==> src/rtl/csr_counter_unit_pkg.sv <==
// Shared CSR definitions for the execute-stage counter unit: decoded op type,
// Zicntr counter addresses and the read-address decoder.
package csr_counter_unit_pkg;

    typedef enum logic [2:0] {
        CSR_OP_NONE  = 3'd0,
        CSR_OP_CSRRW = 3'd1,
        CSR_OP_CSRRS = 3'd2,
        CSR_OP_CSRRC = 3'd3,
        CSR_OP_CSRRWI = 3'd4,
        CSR_OP_CSRRSI = 3'd5,
        CSR_OP_CSRRCI = 3'd6
    } CsrOp_t;

    localparam int CSR_OP_W = $bits(CsrOp_t);

    localparam logic [11:0] CSR_ADDR_CYCLE    = 12'hC00;
    localparam logic [11:0] CSR_ADDR_TIME     = 12'hC01;
    localparam logic [11:0] CSR_ADDR_INSTRET  = 12'hC02;
    localparam logic [11:0] CSR_ADDR_CYCLEH   = 12'hC80;
    localparam logic [11:0] CSR_ADDR_TIMEH    = 12'hC81;
    localparam logic [11:0] CSR_ADDR_INSTRETH = 12'hC82;

    localparam logic [1:0] CNT_SEL_CYCLE   = 2'd0;
    localparam logic [1:0] CNT_SEL_TIME    = 2'd1;
    localparam logic [1:0] CNT_SEL_INSTRET = 2'd2;

    typedef struct packed {
        logic       hit;
        logic       hi;
        logic [1:0] sel;
    } csr_dec_t;

    // Maps a CSR address onto a counter and half; hit=0 for unmapped addresses.
    function automatic csr_dec_t csr_decode(input logic [11:0] addr);
        csr_dec_t d;
        d = '0;
        case (addr)
            CSR_ADDR_CYCLE:    begin d.hit = 1'b1; d.sel = CNT_SEL_CYCLE;   end
            CSR_ADDR_TIME:     begin d.hit = 1'b1; d.sel = CNT_SEL_TIME;    end
            CSR_ADDR_INSTRET:  begin d.hit = 1'b1; d.sel = CNT_SEL_INSTRET; end
            CSR_ADDR_CYCLEH:   begin d.hit = 1'b1; d.hi = 1'b1; d.sel = CNT_SEL_CYCLE;   end
            CSR_ADDR_TIMEH:    begin d.hit = 1'b1; d.hi = 1'b1; d.sel = CNT_SEL_TIME;    end
            CSR_ADDR_INSTRETH: begin d.hit = 1'b1; d.hi = 1'b1; d.sel = CNT_SEL_INSTRET; end
            default:           d = '0;
        endcase
        return d;
    endfunction

endpackage

==> src/rtl/csr_counter_unit_counter64.sv <==
// Free-running wrap-around counter with an increment enable; one full-width
// adder so the low-to-high carry lands in the same cycle as the low-half wrap.
module csr_counter64 #(
    parameter int CNT_W = 64
) (
    input  logic             clk,
    input  logic             resetn,
    input  logic             inc,
    output logic [CNT_W-1:0] count
);

    logic [CNT_W-1:0] count_q;
    logic [CNT_W-1:0] count_d;

    always_comb begin
        count_d = count_q;
        if (inc) begin
            count_d = count_q + CNT_W'(1);
        end
    end

    always_ff @(posedge clk or negedge resetn) begin
        if (!resetn) begin
            count_q <= '0;
        end else begin
            count_q <= count_d;
        end
    end

    assign count = count_q;

endmodule

==> src/rtl/csr_counter_unit.sv <==
// Execute-stage Zicntr unit: cycle/time/instret counters, CSRRS read decode
// and a one-cycle registered read result with an illegal-access flag.
module csr_counter_unit
    import csr_counter_unit_pkg::*;
#(
    parameter int CNT_W    = 64,
    parameter int TIME_DIV = 1
) (
    input  logic                clk,
    input  logic                resetn,
    input  logic [CSR_OP_W-1:0] csr_op_e,
    input  logic [11:0]         csr_addr_e,
    input  logic                rs1_nz_e,
    input  logic                valid_e,
    input  logic                stall_e,
    input  logic                flush_e,
    input  logic                retire_w,
    output logic [31:0]         csr_rdata_m,
    output logic                csr_rvalid_m,
    output logic                csr_illegal_m
);

    localparam int PRE_W = (TIME_DIV > 1) ? $clog2(TIME_DIV) : 1;

    logic [PRE_W-1:0] pre_q;
    logic [PRE_W-1:0] pre_d;
    logic             pre_wrap;

    logic [CNT_W-1:0] cycle_cnt;
    logic [CNT_W-1:0] time_cnt;
    logic [CNT_W-1:0] instret_cnt;

    csr_dec_t         dec;
    logic             acc;
    logic             illegal;
    logic [63:0]      sel_cnt;
    logic [31:0]      rd_mux;

    logic [31:0]      rdata_q;
    logic [31:0]      rdata_d;
    logic             rvalid_q;
    logic             rvalid_d;
    logic             illegal_q;
    logic             illegal_d;

    // With TIME_DIV=1 the prescaler sits at 0 and wraps every cycle.
    assign pre_wrap = (pre_q == PRE_W'(TIME_DIV - 1));
    assign pre_d    = pre_wrap ? '0 : pre_q + PRE_W'(1);

    always_ff @(posedge clk or negedge resetn) begin
        if (!resetn) begin
            pre_q <= '0;
        end else begin
            pre_q <= pre_d;
        end
    end

    csr_counter64 #(.CNT_W(CNT_W)) u_cycle (
        .clk    (clk),
        .resetn (resetn),
        .inc    (1'b1),
        .count  (cycle_cnt)
    );

    csr_counter64 #(.CNT_W(CNT_W)) u_time (
        .clk    (clk),
        .resetn (resetn),
        .inc    (pre_wrap),
        .count  (time_cnt)
    );

    csr_counter64 #(.CNT_W(CNT_W)) u_instret (
        .clk    (clk),
        .resetn (resetn),
        .inc    (retire_w),
        .count  (instret_cnt)
    );

    assign dec     = csr_decode(csr_addr_e);
    assign acc     = valid_e & ~stall_e & ~flush_e & (csr_op_e == CSR_OP_CSRRS);
    // Counters are read-only: a CSRRS that would write (rs1 != x0) traps.
    assign illegal = ~dec.hit | rs1_nz_e;

    always_comb begin
        sel_cnt = '0;
        case (dec.sel)
            CNT_SEL_CYCLE:   sel_cnt = 64'(cycle_cnt);
            CNT_SEL_TIME:    sel_cnt = 64'(time_cnt);
            CNT_SEL_INSTRET: sel_cnt = 64'(instret_cnt);
            default:         sel_cnt = '0;
        endcase
    end

    assign rd_mux = dec.hi ? sel_cnt[63:32] : sel_cnt[31:0];

    always_comb begin
        rdata_d   = rdata_q;
        rvalid_d  = rvalid_q;
        illegal_d = illegal_q;
        if (!stall_e) begin
            rvalid_d  = acc;
            illegal_d = acc & illegal;
            if (acc) begin
                rdata_d = illegal ? 32'h0 : rd_mux;
            end
        end
    end

    always_ff @(posedge clk or negedge resetn) begin
        if (!resetn) begin
            rdata_q   <= '0;
            rvalid_q  <= 1'b0;
            illegal_q <= 1'b0;
        end else begin
            rdata_q   <= rdata_d;
            rvalid_q  <= rvalid_d;
            illegal_q <= illegal_d;
        end
    end

    assign csr_rdata_m   = rdata_q;
    assign csr_rvalid_m  = rvalid_q;
    assign csr_illegal_m = illegal_q;

endmodule
==> config.mk <==
export PLATFORM = sky130hd
export DESIGN_NAME = csr_counter_unit
export DESIGN_NICKNAME = d
export VERILOG_FILES = /design/src/rtl/csr_counter_unit_pkg.sv /design/src/rtl/csr_counter_unit_counter64.sv /design/src/rtl/csr_counter_unit.sv
export SDC_FILE = /design/constraint.sdc
export NUM_CORES = 1
export LEC_CHECK = 0
export BUFFER_PORTS_ARGS = -buffer_cell sky130_fd_sc_hd__clkbuf_2
export CAP_MARGIN = 20
export CORE_MARGIN = 1.5
export CORE_UTILIZATION = 30
export DETAILED_ROUTE_END_ITERATION = 16
export PLACE_DENSITY = 0.56
export SETUP_SLACK_MARGIN = 0.5
export SLEW_MARGIN = 10
export SYNTH_ARGS = -nofsm -noshare
export SYNTH_HDL_FRONTEND = slang
export SYNTH_SLANG_ARGS = --single-unit
==> constraint.sdc <==
create_clock -name clk -period 2.5 [get_ports clk]
set_input_delay 0.5 -clock clk [delete_from_list [all_inputs] [get_ports clk]]
set_output_delay 0.5 -clock clk [all_outputs]
set_load 0.05 [all_outputs]
# After elaboration in Yosys (flattened, before gate mapping)
# Cells that the tools add are included.
[op_classes] addsub=4 n_eq_ne=9 muxes=7 n_bitwise=8 n_reduce_logical=6
[ops] cell="$add 64x1->64 const B" count=3
[ops] cell="$pmux 64 s3" count=1
[ops] cell="$eq 12x12->1 const B" count=6
[ops] cell="$mux 32" count=2
[ops] cell="$reduce_or 6->1" count=1
[ops] cell="$and 1x1->1" count=4
[ops] cell="$pmux 2 s2" count=1
[ops] cell="$reduce_or 2->1" count=2
[ops] cell="$eq 3x2->1 const B" count=1
[ops] cell="$mux 1" count=3
[ops] cell="$not 1->1" count=3
[ops] cell="$reduce_or 3->1" count=1
[ops] cell="$eq 2x1->1 const B" count=1
[ops] cell="$eq 2x2->1 const B" count=1
[ops] cell="$logic_not 2->1" count=1
[ops] cell="$reduce_and 2->1" count=1
[ops] cell="$add 1x1->1 const B" count=1
[ops] cell="$or 1x1->1" count=1
[totals] ff_bits=227 input_bits=22 output_inout_bits=34 wordCells=41

# Depth between registers and ports, before layout
# Gate-level depths: netlist of the first run.
[logic_depth] word_depth=7 depth_mapped=8 mapped_depth_nobuf=6

# By module
# From an unflattened synthesis of the first run, not the netlist that was laid out.
[unflattened] hier_cells=1223 area_unflattened_um2=12575.8
[by_module_without_submodules] module="csr_counter64" n_inst=3 cells_each=285 area_per_inst_um2=3098.0 seq_area_each_um2=1601.5
[by_module_without_submodules] module="csr_counter_unit" n_inst=1 cells_each=368 area_per_inst_um2=3281.9 seq_area_each_um2=850.8

# Worst setup path before layout of the first run
# No wires, ideal clock.
[synth_path] path_type="input port to flip-flop" start="input csr_addr_e[0]" end="register rdata_q[23], in the netlist csr_rdata_m[23]" setup_time_ns=0.129 arrival_ns=1.893 t_required_ns=2.371 path_slack_ns=0.478 stages=8 n_path_buf=4 path_cell_list="buf_2 > nor2b_1 > buf_2 > o2111ai_1 > buf_2 > buf_2 > a221oi_1 > a21oi_1"
[synth_via] elab_chain_cells=7 elab_cells_between_ends=21 cone_classes="eq/ne (8); mux (6); bitwise (2); reduce/logical (5)"
[synth_rtl] item="start, declared" line_no="csr_counter_unit.sv:12" rtl="input logic [11:0] csr_addr_e,"
[synth_rtl] item="$eq 12x12->1" line_no="csr_counter_unit_pkg.sv:38" rtl="case (addr)"
[synth_rtl] item="$reduce_or 2->1 (no source line)"
[synth_rtl] item="$pmux 2 s2" line_no="csr_counter_unit_pkg.sv:38"
[synth_rtl] item="$eq 2x2->1, or another cell as far along" line_no="csr_counter_unit.sv:86" rtl="case (dec.sel)"
[synth_rtl] item="$pmux 64 s3" line_no="csr_counter_unit.sv:86"
[synth_rtl] item="$mux 32" line_no="csr_counter_unit.sv:94" rtl="assign rd_mux = dec.hi ? sel_cnt[63:32] : sel_cnt[31:0];"
[synth_rtl] item="$mux 32 *" line_no="csr_counter_unit.sv:104" rtl="rdata_d = illegal ? 32'h0 : rd_mux;"
[synth_rtl] item="end signal, assigned" line_no="csr_counter_unit.sv:115" rtl="rdata_q <= rdata_d;"
[synth_rtl] item="end, declared" line_no="csr_counter_unit.sv:39" rtl="logic [31:0] rdata_q;"
# Mark *: on every way between the ends. The rest lies on a longest branch, timed or not.
# A chain may end at the register's enable or synchronous reset.

# Final worst setup path of the first run
[layout_path] start="register u_instret.count_q[27], in the netlist u_instret.count[27]" end="register u_instret.count_q[58], in the netlist u_instret.count[58]"
[layout_via] elab_chain_cells=1
[layout_rtl] item="start, declared" line_no="csr_counter_unit_counter64.sv:12" rtl="logic [CNT_W-1:0] count_q;"
[layout_rtl] item="start signal, assigned" line_no="csr_counter_unit_counter64.sv:26" rtl="count_q <= count_d;"
[layout_rtl] item="$add 64x1->64" line_no="csr_counter_unit_counter64.sv:18" rtl="count_d = count_q + CNT_W'(1);"
# Every way passes these cells.

==> reports/summary.txt, run 1 <==
first-pass GRT wire length - 55200 um
die area - 40500 um^2
total of max-cap violations - 0
register cell area after layout - 5680 um^2
Max Clk Rate - 502 MHz
Multi-input gate area - 6100 um^2
initial antenna violation count - 0
largest net degree at the start of global routing - 66
routed wire length on met2 - 16300 um
Peak VDD IR - 0.000452 V
routed wl met3 - 1920 um
syn_nets - 1192
period utilization - 0.796
CTS tree - yes
Fill cells - 3845
Worst-Margin Slew - 0.679 ns
count leader, synth - dfrtp_1
Netlist cell types - 53
Iteration-0 DRC Markers - 751
Placement Setup Slack - 0.0808 ns
Post-Syn Area - 11800 um^2
CP arrival - 2.45 ns
clock skew - 0.0199 ns
Synth area leader - dfrtp_1
Synth Warn # - 0
port bufs - 55
register area share after synthesis - 0.479
final core occ - 0.384
GRT overflow - 0
Synth top area share - 0.479
Worst Hold Depth - 3
Synth Area per Inst - 10.1 um^2
Post-synth EDFFs - 0
DP HPWL - 25500 um
Fin Hold WS - 0.208 ns
clock period minus worst slack - 1.99 ns
M1 wire length - 16500 um
CTS H-Tree Depth - 1
CP startpoint kind - flop
antenna cells - 0
Pleak - 0.00667 uW
setup ws final - 0.510 ns
Max Used Layer - met4
post-synthesis cell count - 1167
Placer Congestion - 0.882
dominant cells by area after synthesis - dfrtp_1 48%, xor2_1 7.1%, xnor2_1 6.8%, a221oi_1 4.5%, nor2_1 4.0%
status - finished clean
Initial DRT Pass Iterations - 5
Area Growth Syn to Fin - 26.0%
CP max FO - 8
Slew headroom - 0.544
core area - 38700 um^2
# IOs - 56
final wirelength - 35900 um
DR WL/cell - 19.4 um
nets - 1342
# setup viols final - 0
CTS Sinks - 226
detail-routed via count per cell - 5.27
Worst-Skew Late Latency - 0.55 ns
Placed Area - 13200 um^2
Req. time, crit path - 2.96 ns
Die Wd - 201 um
DRT antenna net count - 0
GRT Util Overall - 0.173
Die H - 201 um
pwr dens - 565 nW/um^2
type of the worst min-delay path - in2reg
setup TNS - 0 ns
top_reg_cell synth - dfrtp_1
Initial Util - 0.305
root buffer cell - clkbuf_16
via count - 9752
layout cells sized above 1 - 0.256
Post-synth ARST share - 1.00
Setup crit end kind - flop
row count - 72
Yosys reg bits - 226
Post-synth top cells - 226 x dfrtp_1, 126 x nor2_1, 96 x xor2_1
clk slew on worst S/H paths - 0.06 ns
RSZ-0062 raised after global routing - yes
DRC violations left - 0
critical path class - reg2reg
Design Area, Final - 14900 um^2
clk buf depth - 3
Final Hold Vio Count - 0
Reg2Reg Depth - 7
Final Max Tran Viols - 0
vias in the first global route - 9445
CTS Buf Count - 27
cell type report:
type	count	area share
tap	518	0.0436
timing repair buffer	180	0.0946
sequential	226	0.382
clock buffer	36	0.0511
clock inverter	10	0.0103
inverter	33	0.00833
multi-input combinational	849	0.410
worst max-delay path, stage by stage, from the launching register on:
cell and delay, ns:
dfrtp_1 0.40, nand4_1 0.11, buf_4 0.17, nor4_4 0.34, buf_4 0.18, nand4_4 0.24
nor3_1 0.31, xor2_1 0.17
through the flow:
| step | cells | total power [uW] |
|---|---|---|
| 5_1_grt | 1852 | 8670 |
| 4_1_cts | 1813 | 8470 |
| 6_report | 1852 | 8400 |
| 3_5_place_dp | 1753 | 4330 |
| 3_3_place_gp | 1753 | 4320 |
| 2_1_floorplan | 1167 | 4060 |
cell usage in the layout (no fill, tap or decap), types with 5 or more instances in the layout:
master,count
nor4_2,22
a221oi_1,60
nor3_2,16
buf_6,6
nor2_2,6
buf_12,12
nand4_4,6
buf_4,105
xor2_1,96
clkbuf_8,5
nand2_1,77
clkinv_2,5
clkbuf_2,54
clkbuf_16,27
nor4_4,14
dfrtp_1,206
o2bb2ai_1,29
and2_1,6
nor3_1,22
dfrtp_2,20
a22oi_1,32
xnor2_1,90
nand4_1,43
inv_1,31
a21oi_1,63
nand3_1,70
nor2_1,118
and3_1,13
nand3_2,5
and4_4,5
worst paths after layout:
check                               startpoint             endpoint  slack [ns]
max reg2reg                u_instret.count[27]  u_instret.count[58]        0.51
min                                    stall_e         csr_rvalid_m        0.21
min reg2reg                    u_time.count[0]      u_time.count[0]        0.48
max                        u_instret.count[27]  u_instret.count[58]        0.51
min in group asynchronous               resetn      csr_rdata_m[24]        0.53
max in group asynchronous               resetn  u_instret.count[34]        1.19
logic make-up after synthesis:
family	after synthesis	synth area share
adders and majority gates	3	0.00318
xor gates and xnor gates	187	0.139
buffers and inverters	92	0.0339
AOI/OAI and AO/OA	201	0.126
and+or+nand+nor	457	0.218
DFF	226	0.479
muxes	1	0.000954
timing repair:
action / CTS / global route
endpoints found under the setup margin: 64 / 73
endpoints found under the hold margin: 56 / 0
setup buffers: 13 / 39
pin swaps: 6 / 20
gates resized for setup: 23 / 71
hold buffers: 1 / 0
where the power goes:
group | leakage, uW | switching (uW) | internal (uW)
combinational | 0.00317 | 322 | 186
clock | 0.000450 | 1580 | 2520
sequential | 0.00305 | 71.1 | 3720
metal layers:
layer,up-vias,GRT usage
met1,4903,0.245
met4,0,0.0565
li1,4524,-
met5,-,0
met3,62,0.0301
met2,263,0.266
sequential cells by signal, indices dropped and copies added, names as in the netlist:
name / flops
u_cycle.count: 64
csr_rvalid_m: 1
u_time.count: 64
csr_rdata_m: 32
u_instret.count: 64
csr_illegal_m: 1
Power figures use the tool's default switching activity.
==> inputs of run 2 (changes only) <==
==> constraint.sdc (replaced) <==
create_clock -name clk -period 1.9 [get_ports clk]
set_input_delay 0.38 -clock clk [delete_from_list [all_inputs] [get_ports clk]]
set_output_delay 0.38 -clock clk [all_outputs]
set_load 0.05 [all_outputs]
==> reports/summary.txt, run 2 (synthesis results as in run 1) <==
Design Area, Final - 20000 um^2 (+34%)
layout cells sized above 1 - 0.511 (+0.256)
Worst-Skew Late Latency - 0.55 ns (about the same)
CP arrival - 2.46 ns (about the same)
core area - 38700 um^2 (unchanged)
root buffer cell - clkbuf_16
status - finished with violations
Initial Util - 0.305 (unchanged)
Placer Congestion - 0.844 (-4.3%)
first-pass GRT wire length - 66400 um (+20%)
antenna cells - 0 (unchanged)
vias in the first global route - 11300 (+19%)
clock skew - 0.0156 ns (-0.00430 ns)
Critical R2R Launch - u_cycle.count[26]
# setup viols final - 21 (+21)
CTS Sinks - 226 (unchanged)
largest net degree at the start of global routing - 55 (-17%)
Max Clk Rate - 498 MHz (-0.78%)
setup ws final - -0.106 ns (-0.616 ns)
CP max FO - 7 (-1)
critical path buffer and inverter count - 1 (-1)
Die Wd - 201 um (unchanged)
DP HPWL - 29400 um (+15%)
pwr dens - 562 nW/um^2 (-0.63%)
CP Cell Sequence - and2_1 > nand4_1 > or3_4 > buf_12 > nor4_4 > xor2_1
CTS tree - yes
Final Max Tran Viols - 0 (unchanged)
clk buf depth - 3 (unchanged)
setup TNS - -0.822 ns (-0.822 ns)
clock period minus worst slack - 2.01 ns (+0.0157 ns)
delay-heaviest family, CP - simple AND/OR/NAND/NOR gates
clk slew on worst S/H paths - 0.06 ns (about the same)
RSZ-0062 raised after global routing - yes
Worst Hold Endpoint - csr_rvalid_m
DR WL/cell - 20.6 um (+6.4%)
type of the worst min-delay path - in2reg
DP Cell Count - 1929 (+10%)
via count - 11300 (+16%)
Reg2Reg Depth - 6 (-1)
CP max stage delay - 0.41 ns (about the same)
CP startpoint kind - flop
GRT Util Overall - 0.209 (+0.0365)
post-route insts no fill - 2131 (+15%)
Die H - 201 um (unchanged)
CTS Buf Count - 27 (unchanged)
CP max stage cell - or3_4
Peak VDD IR - 0.000586 V (+30%)
initial antenna violation count - 1 (+1)
DRC violations left - 0 (unchanged)
final core occ - 0.516 (+0.132)
# IOs - 56 (unchanged)
Final Hold Vio Count - 0 (unchanged)
Worst Hold Depth - 3 (unchanged)
Setup crit end kind - flop
most common cell after layout, fill and taps aside - buf_4
R2R Setup Slk - -0.11 ns (-0.62 ns)
Worst-Margin Slew - 0.537 ns (-0.142 ns)
port bufs - 55 (unchanged)
detail-routed via count per cell - 5.30 (+0.69%)
Req. time, crit path - 2.36 ns (-0.60 ns)
total of max-cap violations - 0 (unchanged)
final wirelength - 44000 um (+22%)
GRT overflow - 0 (unchanged)
critical path class - reg2reg
Placed Area - 15300 um^2 (+16%)
worst flop-to-flop path endpoint - u_cycle.count[63]
hold path start - stall_e
nets - 1617 (+20%)
CTS H-Tree Depth - 1 (unchanged)
period utilization - 1.06 (+0.260)
Area Growth Syn to Fin - 69.3%
violated checks - setup timing
Iteration-0 DRC Markers - 739 (-1.6%)
DRT antenna net count - 0 (unchanged)
die area - 40500 um^2 (unchanged)
Slew headroom - 0.642 (+0.0979)
Pleak - 0.00980 uW (+47%)
most frequent cells in the layout - 291 x buf_4, 212 x dfrtp_1, 95 x xor2_1
row count - 72 (unchanged)
Initial DRT Pass Iterations - 5 (unchanged)
run 2: stage by stage:
stage	total power, uW	hold WS, ns	setup WS, ns
after floorplan	5370	0.0844	0.0745
after global placement	5900	0.375	-0.270
after detailed placement	5910	0.378	-0.271
after CTS	11200	0.0606	0.00967
after global routing	11600	0.0759	-0.151
final	11200	0.0694	-0.106
run 2: cell type report:
cell class	count	area, um^2
Fill cell	3329	18800
Multi-Input combinational cell	849	8120
Sequential cell	226	5670
Timing Repair Buffer	455	4550
Clock buffer	45	813
Tap cell	518	648
Inverter	33	126
Clock inverter	5	53.8
run 2: worst min-delay path: stages:
cell,delay [ns]
clkbuf_2,0.10
nand2_1,0.06
nand2_1,0.04
run 2: routing by layer:
metal / vias up / share of wire / GRT usage
met5: - / 0 / 0
met4: 0 / 0.031 / 0.0546
met3: 80 / 0.052 / 0.0317
met2: 338 / 0.48 / 0.345
met1: 5762 / 0.43 / 0.287
li1: 5119 / - / -
run 2: power breakdown:
part / leakage, uW / internal (uW) / switching, uW
Clock: 0.000426 / 3030 / 2110
Combinational: 0.00631 / 535 / 598
Sequential: 0.00306 / 4890 / 54.7
Total: 0.00980 / 8460 / 2770
run 2: worst max-delay path by stage:
stage / start / end / slack, ns / cells after the start
floorplan: u_cycle.count[31] / u_cycle.count[44] / 0.07 / 7
global placement: csr_addr_e[6] / csr_rdata_m[6] / -0.27 / 7
detailed placement: csr_addr_e[8] / csr_rdata_m[5] / -0.27 / 7
CTS: u_cycle.count[12] / u_cycle.count[59] / 0.01 / 6
global route: u_cycle.count[22] / u_cycle.count[58] / -0.15 / 7
finish: u_cycle.count[26] / u_cycle.count[63] / -0.11 / 6
run 2: what timing repair did:
action / 4_1_cts / 5_1_grt
hold buffers: 1 / 0
cloned: 7 / 4
endpoints found under the setup margin: 223 / 230
buffers inserted: 90 / 50
gates resized for setup: 275 / 222
hold endpoints to repair: 48 / 0
pin swaps: 133 / 100
==> inputs of run 3 (changes only) <==
--- a/config.mk
+++ b/config.mk
@@ -10,8 +10,7 @@
 export CORE_MARGIN = 1.5
 export CORE_UTILIZATION = 30
 export DETAILED_ROUTE_END_ITERATION = 16
-export PLACE_DENSITY = 0.56
-export SETUP_SLACK_MARGIN = 0.5
+export HOLD_SLACK_MARGIN = 0.03
 export SLEW_MARGIN = 10
 export SYNTH_ARGS = -nofsm -noshare
 export SYNTH_HDL_FRONTEND = slang
==> reports/summary.txt, run 3 (synthesis results as in run 1) <==
status - finished with violations
violated checks - setup timing
Area Growth Syn to Fin - 35.3%
port bufs - 55 (unchanged)
RSZ-0062 raised after global routing - yes
vias in the first global route - 10300 (-8.6%)
# IOs - 56 (unchanged)
Peak VDD IR - 0.000731 V (+25%)
clock period minus worst slack - 1.94 ns (-0.0707 ns)
routed wire length on met2 - 17700 um (-17%)
period utilization - 1.02 (-0.0372)
first-pass GRT wire length - 59400 um (-11%)
CTS H-Tree Depth - 1 (unchanged)
Worst-Margin Slew - 0.710 ns (+0.172 ns)
antenna cells - 0 (unchanged)
nets - 1468 (-9.2%)
Die H - 201 um (unchanged)
delay-heaviest family, CP - simple AND/OR/NAND/NOR gates
Placed Area - 14500 um^2 (-5.5%)
Final Max Tran Viols - 0 (unchanged)
row count - 72 (unchanged)
DR WL/cell - 19.3 um (-6.4%)
critical path class - reg2reg
Placer Congestion - 0.879 (+4.1%)
Design Area, Final - 16000 um^2 (-20%)
via count - 10400 (-8.3%)
total of max-cap violations - 0 (unchanged)
DRC violations left - 0 (unchanged)
Worst-Skew Late Latency - 0.55 ns (about the same)
CTS Sinks - 226 (unchanged)
layout cells sized above 1 - 0.313 (-0.198)
Initial Util - 0.305 (unchanged)
Max Clk Rate - 517 MHz (+3.7%)
GRT Util Overall - 0.185 (-0.0241)
setup ws final - -0.0354 ns (+0.0707 ns)
CP startpoint kind - flop
Final Hold Vio Count - 0 (unchanged)
type of the worst min-delay path - in2reg
routed wl met3 - 2330 um (+2.9%)
Placement Setup Slack - -0.243 ns (+0.0283 ns)
pwr dens - 692 nW/um^2 (+23%)
CP arrival - 2.39 ns (-0.07 ns)
CP max stage cell - or3_4
core area - 38700 um^2 (unchanged)
root buffer cell - clkbuf_16
final core occ - 0.412 (-0.104)
clk slew on worst S/H paths - 0.06 ns (about the same)
clk buf depth - 3 (unchanged)
DP Cell Count - 1919 (-0.52%)
CP max FO - 15 (+8)
initial antenna violation count - 0 (-1)
CP Cell Sequence - and4_4 > nand4_1 > or3_4 > buf_12 > nor4_4 > xor2_1
CTS tree - yes
critical path buffer and inverter count - 1 (unchanged)
Max Used Layer - met4
final wirelength - 38200 um (-13%)
Pleak - 0.00758 uW (-23%)
Iteration-0 DRC Markers - 958 (+30%)
detail-routed via count per cell - 5.23 (-1.3%)
most frequent cells in the layout - 228 x buf_4, 223 x dfrtp_1, 121 x nor2_1
most common cell after layout, fill and taps aside - buf_4
# setup viols final - 1 (-95%)
clock skew - 0.0211 ns (+0.00546 ns)
Initial DRT Pass Iterations - 5 (unchanged)
CP max stage delay - 0.42 ns (about the same)
die area - 40500 um^2 (unchanged)
Req. time, crit path - 2.35 ns (about the same)
post-route insts no fill - 1980 (-7.1%)
largest net degree at the start of global routing - 66 (+20%)
M1 wire length - 16700 um (-13%)
setup TNS - -0.0354 ns (+0.786 ns)
Die Wd - 201 um (unchanged)
Setup crit end kind - flop
Slew headroom - 0.527 (-0.115)
DRT antenna net count - 0 (unchanged)
CTS Buf Count - 26 (-3.7%)
GRT overflow - 0 (unchanged)
DP HPWL - 28200 um (-4.1%)
run 3: cell count changes in the layout (fill, tap and decap cells not counted), moves of 21 or more:
cell,before,now
xnor2_1,70,91
a22oi_1,4,32
buf_8,43,1
buf_6,59,6
a221oi_1,27,60
nor2_4,41,0
a221oi_2,27,0
nor2_1,78,121
xnor2_2,21,0
nor3_4,30,7
clkbuf_2,17,54
buf_4,291,228
a22oi_2,28,0
run 3: what timing repair did:
item	CTS	global route
setup buffers	3	8
hold endpoints to repair	33	0
resized for setup	21	65
cloned	0	2
setup endpoints to repair	62	64
hold buffers	1	0
pin swaps	4	28
run 3: path summary, 6_finish.rpt:
check	slack [ns]	cells after the start	endpoint	start
min reg2reg	0.47	1	u_time.count[63]	u_time.count[63]
min	0.09	3	csr_rvalid_m	stall_e
max in group asynchronous	0.95	3	u_instret.count[0]	resetn
max	-0.04	6	u_cycle.count[59]	u_cycle.count[25]
min in group asynchronous	0.34	2	u_time.count[7]	resetn
max reg2reg	-0.04	6	u_cycle.count[59]	u_cycle.count[25]
run 3: cell type report:
cell class,count,area (um^2)
repair buffers,307,2420
clock buffers,40,805
inverters,33,124
fillers,3779,22800
multi-input cells,849,6220
well taps,518,648
clock inverters,7,92.6
flip-flops and latches,226,5660
run 3: metal layers:
| metal | track usage | vias up |
|---|---|---|
| met5 | 0 | - |
| met4 | 0.0722 | 0 |
| met3 | 0.0185 | 71 |
| met2 | 0.295 | 352 |
| met1 | 0.259 | 5151 |
| li1 | - | 4783 |
run 3: power breakdown:
part | switching [uW] | total [uW] | internal [uW]
Sequential | 54.7 | 4940 | 4890
Combinational | 493 | 864 | 371
Clock | 2070 | 5240 | 3170
run 3: worst min-delay path, delay by kind of cell:
family                 cells  cell delay [ns]
and+or+nand+nor            2             0.11
buffers and inverters      1             0.10
run 3: through the flow:
step	total power, uW	hold WS, ns
floorplan	5350	0.0844
global placement	5850	0.312
detailed placement	5870	0.315
CTS	11100	0.0770
global route	11400	0.0986
finish	11000	0.0920
